===== src/rtl/mem_port_arbiter.sv =====
// Arbitrates one single-port req/ack memory between instruction fetch and load/store.
// Data wins ties, but a bounded burst counter keeps a waiting fetch from starving.
module mem_port_arbiter #(
  parameter int MAX_DATA_BURST = 4
) (
  input  logic        clk,
  input  logic        reset_n,
  input  logic        if_req_i,
  input  logic [31:0] if_addr_i,
  input  logic        flush_if_i,
  output logic [31:0] if_data_o,
  output logic        if_valid_o,
  output logic        stall_if_o,
  input  logic        ls_req_i,
  input  logic        ls_we_i,
  input  logic [31:0] ls_addr_i,
  input  logic [31:0] ls_wdata_i,
  input  logic [3:0]  ls_be_i,
  output logic [31:0] ls_rdata_o,
  output logic        ls_valid_o,
  output logic        stall_mem_o,
  output logic        mem_req_o,
  output logic        mem_we_o,
  output logic [31:0] mem_addr_o,
  output logic [31:0] mem_wdata_o,
  output logic [3:0]  mem_be_o,
  input  logic [31:0] mem_rdata_i,
  input  logic        mem_ack_i
);
  localparam logic [1:0] IDLE   = 2'd0;
  localparam logic [1:0] BUSY_I = 2'd1;
  localparam logic [1:0] BUSY_D = 2'd2;
  localparam logic [2:0] BURST_MAX = 3'(MAX_DATA_BURST);

  logic [1:0] state;
  logic [2:0] dcount;
  logic       drop;
  logic       grant_d, grant_i;

  assign grant_d = (state == IDLE) && ls_req_i && (!if_req_i || (dcount < BURST_MAX));
  assign grant_i = (state == IDLE) && !grant_d && if_req_i;

  assign stall_if_o  = if_req_i & ~if_valid_o;
  assign stall_mem_o = ls_req_i & ~ls_valid_o;

  always_ff @(posedge clk or negedge reset_n) begin
    if (!reset_n) begin
      state       <= IDLE;
      dcount      <= 3'd0;
      drop        <= 1'b0;
      mem_req_o   <= 1'b0;
      mem_we_o    <= 1'b0;
      mem_addr_o  <= 32'd0;
      mem_wdata_o <= 32'd0;
      mem_be_o    <= 4'd0;
      if_data_o   <= 32'd0;
      if_valid_o  <= 1'b0;
      ls_rdata_o  <= 32'd0;
      ls_valid_o  <= 1'b0;
    end else begin
      if_valid_o <= 1'b0;
      ls_valid_o <= 1'b0;
      case (state)
        IDLE: begin
          if (grant_d) begin
            state       <= BUSY_D;
            mem_req_o   <= 1'b1;
            mem_we_o    <= ls_we_i;
            mem_addr_o  <= ls_addr_i;
            mem_wdata_o <= ls_wdata_i;
            mem_be_o    <= ls_be_i;
            // Only consecutive data grants against a waiting fetch count toward the burst.
            if (!if_req_i)               dcount <= 3'd0;
            else if (dcount < BURST_MAX) dcount <= dcount + 3'd1;
          end else if (grant_i) begin
            state       <= BUSY_I;
            mem_req_o   <= 1'b1;
            mem_we_o    <= 1'b0;
            mem_addr_o  <= if_addr_i;
            mem_wdata_o <= 32'd0;
            mem_be_o    <= 4'hF;
            dcount      <= 3'd0;
            drop        <= 1'b0;
          end
        end
        BUSY_I: begin
          if (flush_if_i) drop <= 1'b1;
          if (mem_ack_i) begin
            state     <= IDLE;
            mem_req_o <= 1'b0;
            // A flush in the ack cycle itself must also kill the result.
            if (!(drop || flush_if_i)) begin
              if_valid_o <= 1'b1;
              if_data_o  <= mem_rdata_i;
            end
          end
        end
        BUSY_D: begin
          if (mem_ack_i) begin
            state      <= IDLE;
            mem_req_o  <= 1'b0;
            ls_valid_o <= 1'b1;
            ls_rdata_o <= mem_we_o ? 32'd0 : mem_rdata_i;
          end
        end
        default: begin
          state     <= IDLE;
          mem_req_o <= 1'b0;
        end
      endcase
    end
  end
endmodule

===== config.mk =====
export PLATFORM = sky130hd
export DESIGN_NAME = mem_port_arbiter
export DESIGN_NICKNAME = d
export VERILOG_FILES = /design/src/rtl/mem_port_arbiter.sv
export SDC_FILE = /design/constraint.sdc
export NUM_CORES = 1
export LEC_CHECK = 0
export ABC_AREA = 1
export BUFFER_PORTS_ARGS = -buffer_cell sky130_fd_sc_hd__buf_2
export CAP_MARGIN = 25
export CORE_MARGIN = 2
export CORE_UTILIZATION = 45
export DETAILED_ROUTE_END_ITERATION = 6
export PLACE_DENSITY = 0.78
export SETUP_SLACK_MARGIN = 0.3
export SYNTH_ARGS = -nofsm -noshare
export SYNTH_HDL_FRONTEND = slang
export SYNTH_SLANG_ARGS = --single-unit

===== constraint.sdc =====
create_clock -name clk -period 2.6 [get_ports clk]
set_clock_uncertainty 0.05 [all_clocks]
set_input_delay 0.26 -clock clk [delete_from_list [all_inputs] [get_ports clk]]
set_output_delay 0.26 -clock clk [all_outputs]
set_load 0.02 [all_outputs]

# Word level (Yosys, flattened, before mapping)
# Index checks and enable logic that the tools add are counted.
[word_totals]
ff_bits = 142
input_bits = 139
output_inout_bits = 138
wordCells = 74
[op_classes]
n_addsub = 1
order_cmp = 1
eq_ne = 8
muxes = 29
n_bitwise = 5
n_reduce_logical = 18
[op_table]
columns = ["operator", "count"]
rows = [
  ["$mux W32", 5],
  ["$mux W1", 12],
  ["$mux W3", 4],
  ["$mux W4", 2],
  ["$mux W2", 3],
  ["$ne A2 B2 Y1 const B", 3],
  ["$reduce_and A2 Y1", 3],
  ["$reduce_and A3 Y1", 2],
  ["$logic_and A1 B1 Y1", 4],
  ["$pmux W1 S2", 2],
  ["$pmux W2 S2", 1],
  ["$reduce_and A4 Y1", 1],
  ["$reduce_bool A2 Y1", 2],
  ["$add A3 B1 Y3 const B", 1],
  ["$lt A3 B3 Y1 const B", 1],
  ["$ne A3 B2 Y1 const B", 1],
  ["$ne A3 B3 Y1 const B", 1],
  ["$not A1 Y1", 3],
  ["$and A1 B1 Y1", 2],
  ["$eq A2 B1 Y1 const B", 1],
  ["$eq A2 B2 Y1 const B", 1],
  ["$logic_not A1 Y1", 2],
  ["$logic_not A2 Y1", 1],
  ["$logic_or A1 B1 Y1", 2],
  ["2 further kinds", 2],
]

# Longest topological paths before layout
# Gate-level depths: netlist of the first run.
[logic_depth]
word_depth = 9
ltp_mapped = 10
mapped_depth_nobuf = 9

# Worst setup path before layout of the first run
# Ideal clock, no wire load.
[synth_path]
path_kind = "reg2reg"
from = "register state[0]"
to = "register mem_addr_o[0]"
arrival_ps = 1351
required_time_ps = 2433
slack_ps = 1082
stages_incl_launch_ff = 10
path_buffers = 2
period_less_slack_ps = 1518
cell_sequence = "dfrtp_1 inv_1 ha_1 nand2_1 nand2_1 inv_1 buf_2 buf_6 nand2_1 nand2_1"
[synth_between]
elab_chain_cells = 8
[synth_lines]
columns = ["element", "line", "text"]
rows = [
  ["start: declaration", "35", "logic [1:0] state;"],
  ["start signal: assignment", "48", "state <= IDLE;"],
  ["start signal: assignment", "66", "state <= BUSY_D;"],
  ["start signal: assignment", "76", "state <= BUSY_I;"],
  ["$logic_not A2 Y1 (*)", "40, 41, 63", ""],
  ["$logic_and A1 B1 Y1 (2 in series)", "40", "assign grant_d = (state == IDLE) && ls_req_i && (!if_req_i || (dcount < BURST_MAX));"],
  ["$logic_not A1 Y1", "41", "assign grant_i = (state == IDLE) && !grant_d && if_req_i;"],
  ["$logic_and A1 B1 Y1 (2 in series)", "41", ""],
  ["$reduce_bool A2 Y1 (no line)", "-", ""],
  ["$reduce_and A2 Y1 (no line)", "-", ""],
  ["end signal: assignment", "69", "mem_addr_o <= ls_addr_i;"],
  ["end signal: assignment", "79", "mem_addr_o <= if_addr_i;"],
  ["end: declaration", "24", "output logic [31:0] mem_addr_o,"],
]
# Mark *: on every way between the ends. The rest lies on a longest branch, timed or not.
# A chain may end at the register's enable or synchronous reset.

# Final worst setup path of the first run
[layout_path]
from = "register state[0]"
to = "register state[1]"
[layout_between]
elab_chain_cells = 8
[layout_lines]
columns = ["element", "line"]
rows = [
  ["$logic_not A2 Y1", "40, 41, 63"],
  ["$logic_and A1 B1 Y1 (2 in series)", "40"],
  ["$logic_not A1 Y1", "41"],
  ["$logic_and A1 B1 Y1 (2 in series)", "41"],
  ["$ne A3 B3 Y1 (no line)", "-"],
  ["$reduce_and A2 Y1 (no line)", "-"],
]
# Parallel ways exist; a longest one is shown, timed or not.

==> flow_summary.json, run 1 <==
{
  "die_h_um": 119,
  "yosysTopAreaCell": "dfrtp_1",
  "postPlaceCellArea_sq_mm": 0.00742,
  "rsz0062_at_grt": "false",
  "detail_route.wl_per_cell_um": 14.0,
  "leakagePower_nw": 4.92,
  "clock.fmax_ghz": 0.492,
  "synth_fp_nets": 860,
  "powerDensity_mw_per_mm2": 1270,
  "holdCritPathClass": "input pin to flip-flop",
  "synth_xor_area_frac": 0,
  "gp_congestion": 0.827,
  "drt_iter0_drc": 365,
  "yosysWarnings": 0,
  "root_buffer": "clkbuf_16",
  "finalHoldViolCount": 0,
  "cts_buffer_depth": 2,
  "worst_pin_slew_ps": 742,
  "maxCapViolCount": 0,
  "synth_adder_area_share": 0.00847,
  "setup_viol": 0,
  "finalCritPeriodShare": 0.782,
  "synth.distinct_cells": 18,
  "drtPass1Iterations": 5,
  "yosys.area_share.simple": 0.298,
  "startpoint_type": "flip-flop",
  "syn_inst": 717,
  "yosysSeqAreaShare": 0.602,
  "synthMuxAreaShare": 0,
  "max_stage_delay_ps": 510,
  "grt_max_degree": 70,
  "worst-path-max-fanout": 14,
  "synth_top_area_share": 0.602,
  "synth_top_family_by_area": "simple AND/OR/NAND/NOR gates",
  "stdcell_count": 1200,
  "grt_overflow": 0,
  "post_cts_buffers": 0,
  "start_util": 0.464,
  "portBuffers": 276,
  "cts.clk_slew.worst_paths_ps": 60,
  "dp_hpwl_mm": 11.4,
  "crit_chain": "inv_1 -> ha_1 -> nand2_1 -> nand2_1 -> o21ai_0 -> o21ai_0",
  "wl_mm": 16.8,
  "ios": 277,
  "pre_cts_slack_ps": 591,
  "fp.dieW_um": 119,
  "postRouteAntennaNets": 0,
  "rows": 41,
  "core_area_sq_mm": 0.0127,
  "grt_usage": 0.248,
  "cts_tree": "done",
  "path_class": "flip-flop to flip-flop",
  "tns_ps": 0,
  "grt_antenna_before_repair": 1,
  "fin_area_sq_mm": 0.00830,
  "vias": 5610,
  "clkSinkCount": 142,
  "syn_area_per_cell_sq_um": 8.24,
  "drive_above_1_share": 0.311,
  "area_delta_synth_final_pct": 40.5,
  "vias_per_cell": 4.68,
  "cts-buffers-inserted": 17,
  "synth.area.top_cells": "dfrtp_1, nand2_1, o21ai_0",
  "slew_violations": 0,
  "hold_slack_ps": 18.4,
  "remaining_drc_errors": 0,
  "end_kind": "flip-flop",
  "worst_ep_required_time_ps": 2810,
  "r2r_slack_ps": 570,
  "grt_pass1_wl_mm": 27.7,
  "worstSkewPairLatency_ps": 410,
  "syn_area_sq_mm": 0.00591,
  "ir_drop_mv": 0.736,
  "fin_nets": 1157,
  "setup_ws_ps": 567,
  "ctsHtreeMaxLevel": 4,
  "slowest_stage": "o21ai_0",
  "relSlewSlack": 0.504,
  "ys_seq_elements": 142,
  "layout_min_cycle_time_ps": 2030,
  "status": "complete, no violations",
  "dieArea_sq_mm": 0.0141,
  "synth_compound_area_frac": 0.0447,
  "grt_pass1_vias": 5778,
  "crit_arrival_ps": 2240,
  "placed_cells": 1137
}
[sequential cells by signal (all words and copies together) (netlist names)]
register and count:
if_data_o 32, ls_rdata_o 32, mem_addr_o 32, mem_wdata_o 32, mem_be_o 4, dcount 3, state 2, drop 1
if_valid_o 1, ls_valid_o 1, mem_req_o 1, mem_we_o 1
[power breakdown]
part	internal (mW)	total [mW]	switching, mW
Sequential	3.20	3.75	0.554
Combinational	1.41	4.41	3.00
Clock	1.46	2.34	0.877
[worst max-delay path, delay by kind of cell (launching register included)]
family                   cells  cell delay [ps]
AO/OA/AOI/OAI                2              660
AND/OR/NAND/NOR              2              450
buffers and inverters        1               80
adder cells (fa/ha/maj)      1              270
flip-flops                   1              380
[metrics by stage]
stage / utilization / power (mW)
final: 0.652 / 10.5
after global routing: 0.652 / 11.3
after CTS: 0.652 / 10.6
after detailed placement: 0.583 / 8.16
after global placement: 0.583 / 8.05
after floorplan: - / 6.54
[path summary, 6_finish.rpt]
path	cells past startpoint	endpoint	startpoint
max in group asynchronous	3	mem_addr_o[14]$_DFFE_PN0P_	reset_n
min	3	if_data_o[25]$_DFFE_PN0P_	mem_rdata_i[25]
max	6	state[1]$_DFFE_PN0P_	state[0]$_DFFE_PN0P_
min in group asynchronous	2	if_data_o[27]$_DFFE_PN0P_	reset_n
min reg2reg	2	mem_addr_o[14]$_DFFE_PN0P_	mem_addr_o[14]$_DFFE_PN0P_
max reg2reg	6	state[1]$_DFFE_PN0P_	state[0]$_DFFE_PN0P_
[cell type report]
class	instances	area, sq um
Fill cell	1067	4420
Inverter	22	82.6
Sequential cell	142	3550
Tap cell	172	215
Timing Repair Buffer	314	1790
Antenna cell	1	2.50
Multi-Input combinational cell	517	2080
Clock inverter	10	114
Clock buffer	22	464
[cell usage in the layout (no fill, tap or decap), drive strengths merged]
cell type and count:
clkinv 7, diode 1, dfrtp 142, a21oi 1
inv 22, dlygate4sd3 30, nand3 6, buf 284
o21ai 37, o21a 1, nor2 4, ha 4
o22ai 4, clkinvlp 1, o31ai 5, bufinv 2
clkbuf 22, nand2 455
[metal layers]
layer | wire [um] | vias to the layer above | track usage
li1 | - | 2789 | -
met1 | 6770 | 2559 | 0.288
met4 | 418 | 0 | 0.101
met5 | 0 | - | 0
met2 | 8330 | 232 | 0.434
met3 | 1260 | 30 | 0.0666
[synth_stat cells]
cell type / n
nand2_1: 455
dfrtp_1: 142
o21ai_0: 37
inv_1: 20
buf_2: 12
clkbuf_1: 9
buf_1: 7
buf_6: 5
nand3_1: 5
o31ai_1: 5
ha_1: 4
nor2_1: 4
o22ai_1: 4
buf_4: 3
inv_2: 2
a21oi_2: 1
nand3_2: 1
o21a_1: 1
[cells by family (layout without fill, tap and decap cells)]
logic type,after synthesis,after routing
fa+ha+maj,4,4
flops,142,142
other cells,0,1
buf+inv,58,368
compound gates,48,48
simple gates,465,465
[what timing repair did]
action	CTS	global route
hold buffers	30	0
gates resized for setup	0	0
hold endpoints to repair	96	0
Note: power is estimated with default switching activity, not from simulation.
==> run 2, diff against run 1 <==
--- a/config.mk
+++ b/config.mk
@@ -5,13 +5,13 @@
 export SDC_FILE = /design/constraint.sdc
 export NUM_CORES = 1
 export LEC_CHECK = 0
-export ABC_AREA = 1
+export ABC_AREA = 0
 export BUFFER_PORTS_ARGS = -buffer_cell sky130_fd_sc_hd__buf_2
 export CAP_MARGIN = 25
 export CORE_MARGIN = 2
-export CORE_UTILIZATION = 45
+export CORE_UTILIZATION = 42
 export DETAILED_ROUTE_END_ITERATION = 6
-export PLACE_DENSITY = 0.78
+export PLACE_DENSITY = 0.76
 export SETUP_SLACK_MARGIN = 0.3
 export SYNTH_ARGS = -nofsm -noshare
 export SYNTH_HDL_FRONTEND = slang
==> constraint.sdc (replaced) <==
create_clock -name clk -period 1.7 [get_ports clk]
set_clock_uncertainty 0.05 [all_clocks]
set_input_delay 0.17 -clock clk [delete_from_list [all_inputs] [get_ports clk]]
set_output_delay 0.17 -clock clk [all_outputs]
set_load 0.02 [all_outputs]
==> flow_summary.json, run 2 <==
{
  "status": "finished with violations",
  "violations": "setup timing",
  "pwr-share-comb": 0.472,
  "detail_route.wl_per_cell_um": 18.3,
  "async_reset_ff_frac": 1.00,
  "fp.dieW_um": 122,
  "root_buffer": "clkbuf_16",
  "core_area_sq_mm": 0.0137,
  "drive_above_1_share": 0.409,
  "die_h_um": 122,
  "cts_tree": "done",
  "start_util": 0.427,
  "worst_ep_required_time_ps": 1950,
  "synth_ff_type": "dfrtp_1",
  "regToRegStartpoint": "state[1]$_DFFE_PN0P_",
  "worstSkewPairLatency_ps": 410,
  "grt_pass1_wl_mm": 29.1,
  "maxCapViolCount": 0,
  "synth.area.top_cells": "dfrtp_1, mux2_2, a22o_1",
  "p_sw_mw": 7.44,
  "synth_fp_nets": 662,
  "path_class": "flip-flop to flip-flop",
  "reg2reg_depth": 7,
  "syn_area_per_cell_sq_um": 11.3,
  "grt_usage": 0.254,
  "layout_min_cycle_time_ps": 1710,
  "yosys-top-cells-count": "dfrtp_1, o21ai_0, nand2_1, nor2_1, a22o_1",
  "gp_congestion": 0.744,
  "yosysMostFrequentCell": "dfrtp_1",
  "cts_buffer_depth": 2,
  "fin_nets": 1080,
  "synth_top_area_share": 0.607,
  "grt_pass1_vias": 5782,
  "crit_arrival_ps": 1960,
  "clkSinkCount": 142,
  "drtPass1Iterations": 5,
  "synth_edf_count": 0,
  "relSlewSlack": 0.743,
  "rsz0062_at_grt": "true",
  "swShare": 0.399,
  "yosysSeqAreaShare": 0.607,
  "worst-path-max-fanout": 4,
  "finalCritPeriodShare": 1.01,
  "postRouteAntennaNets": 0,
  "grt_max_degree": 66,
  "ir_drop_mv": 1.18,
  "power_mw": 18.6,
  "leakagePower_nw": 4.86,
  "cts-buffers-inserted": 17,
  "end_kind": "flip-flop",
  "startpoint_type": "flip-flop",
  "placed_cells": 955,
  "p_seq_frac": 0.319,
  "drt_iter0_drc": 375,
  "power.internal_mw": 11.2,
  "final_common_cell": "buf_2",
  "diodes": 0,
  "powerDensity_mw_per_mm2": 1880,
  "vias": 5918,
  "power.share.clock": 0.209,
  "hold_slack_ps": 28.7,
  "synth.distinct_cells": 35,
  "remaining_drc_errors": 0,
  "cts.clk_slew.worst_paths_ps": 60,
  "yosysWarnings": 0,
  "dieArea_sq_mm": 0.0149,
  "portBuffers": 276,
  "setup_ws_ps": -14.1,
  "worstSetupStartpoint": "state[1]$_DFFE_PN0P_",
  "grt_overflow": 0,
  "syn_inst": 519,
  "slew_violations": 0,
  "area_delta_synth_final_pct": 69.1,
  "stdcell_count": 1129,
  "ios": 277,
  "syn_area_sq_mm": 0.00585,
  "rr_endpoint": "if_data_o[5]$_DFFE_PN0P_",
  "grt_antenna_before_repair": 1,
  "setup_viol": 12,
  "ys_seq_elements": 142,
  "dp_hpwl_mm": 11.2,
  "clock.fmax_ghz": 0.583,
  "yosysTopAreaCell": "dfrtp_1",
  "ctsHtreeMaxLevel": 4,
  "rows": 43,
  "wl_mm": 20.7,
  "worst_pin_slew_ps": 385,
  "finalHoldViolCount": 0,
  "r2r_slack_ps": -10,
  "final_cell_mix": "buf_2, dfrtp_1, dlygate4sd3_1, o21ai_0, nor2_1",
  "holdCritPathClass": "input pin to flip-flop",
  "vias_per_cell": 5.24,
  "cp-endpoint": "if_data_o[5]$_DFFE_PN0P_"
}
==> run 2: cell count changes after synthesis, sizes merged, moves of 10 or more <==
cell | before | now
o21ai | 37 | 64
nand2b | 0 | 34
inv | 22 | 6
nand2 | 455 | 38
a22o | 0 | 35
nand3 | 6 | 32
mux2 | 0 | 33
a31oi | 0 | 32
clkbuf | 9 | 19
nor2 | 4 | 37
==> run 2: cell families after synthesis <==
logic type | count (synthesis) | synth area share
and+or+nand+nor | 151 | 0.127
adders and majority gates | 4 | 0.00855
DFF | 142 | 0.607
AOI/OAI and AO/OA | 142 | 0.156
buffers and inverters | 47 | 0.0385
muxes | 33 | 0.0635
==> run 2: area by class of cell <==
type	count	area [sq um]
fill	892	3820
sequential	142	3550
timing repair buffer	440	3220
multi-input combinational	330	2260
clock buffer	21	450
tap	180	225
clock inverter	10	163
inverter	6	22.5
==> run 2: worst min path at each step <==
| stage | from | to | slack [ps] | depth (start not counted) |
|---|---|---|---|---|
| detailed placement | reset_n | ls_rdata_o[8]$_DFFE_PN0P_ | 60 | 1 |
| finish | flush_if_i | drop$_DFFE_PN0P_ | 30 | 3 |
| floorplan | reset_n | dcount[0]$_DFFE_PN0P_ | -180 | 0 |
| global route | flush_if_i | drop$_DFFE_PN0P_ | 10 | 3 |
| CTS | if_addr_i[19] | mem_addr_o[19]$_DFFE_PN0P_ | 2 | 3 |
| global placement | reset_n | ls_rdata_o[8]$_DFFE_PN0P_ | 50 | 1 |
==> run 2: power by group through the flow <==
stage,clock network (mW),logic (mW),registers [mW]
floorplan,0,2.90,7.78
global placement,0,7.58,5.81
detailed placement,0,7.70,5.87
CTS,3.94,7.98,5.86
global route,4.12,9.43,6.09
finish,3.89,8.80,5.94
==> run 2: routing by layer <==
layer / GRT usage / routed length [um] / vias to the layer above
li1: - / - / 2677
met1: 0.296 / 7920 / 2878
met2: 0.428 / 10500 / 311
met3: 0.0946 / 1820 / 50
met4: 0.0941 / 451 / 2
met5: 0 / 13 / -
==> run 2: repair_timing <==
action	4_1_cts	5_1_grt
gates resized for setup	4	58
hold buffers	131	0
pin swaps	1	1
hold endpoints to repair	275	0
buffers inserted	1	4
endpoints found under the setup margin	107	139
gates cloned	0	7
==> run 2: per-stage QoR <==
stage | TNS, ps | util | worst slack [ps] | area, sq um
2_1_floorplan | 0 | - | 88.7 | 5860
3_3_place_gp | 0 | 0.551 | 72.1 | 7550
3_5_place_dp | 0 | 0.551 | 28.3 | 7550
4_1_cts | 0 | 0.693 | 11.4 | 9500
5_1_grt | -1400 | 0.721 | -72.6 | 9900
6_report | -107 | 0.721 | -14.1 | 9900
==> run 2: worst max-delay path, cell delays in order, from the launching register on <==
cell and delay (ps):
dfrtp_1 390, inv_2 100, ha_4 160, nand2_4 50, nor3_4 200, buf_6 170
clkbuf_16 150, mux2_2 320
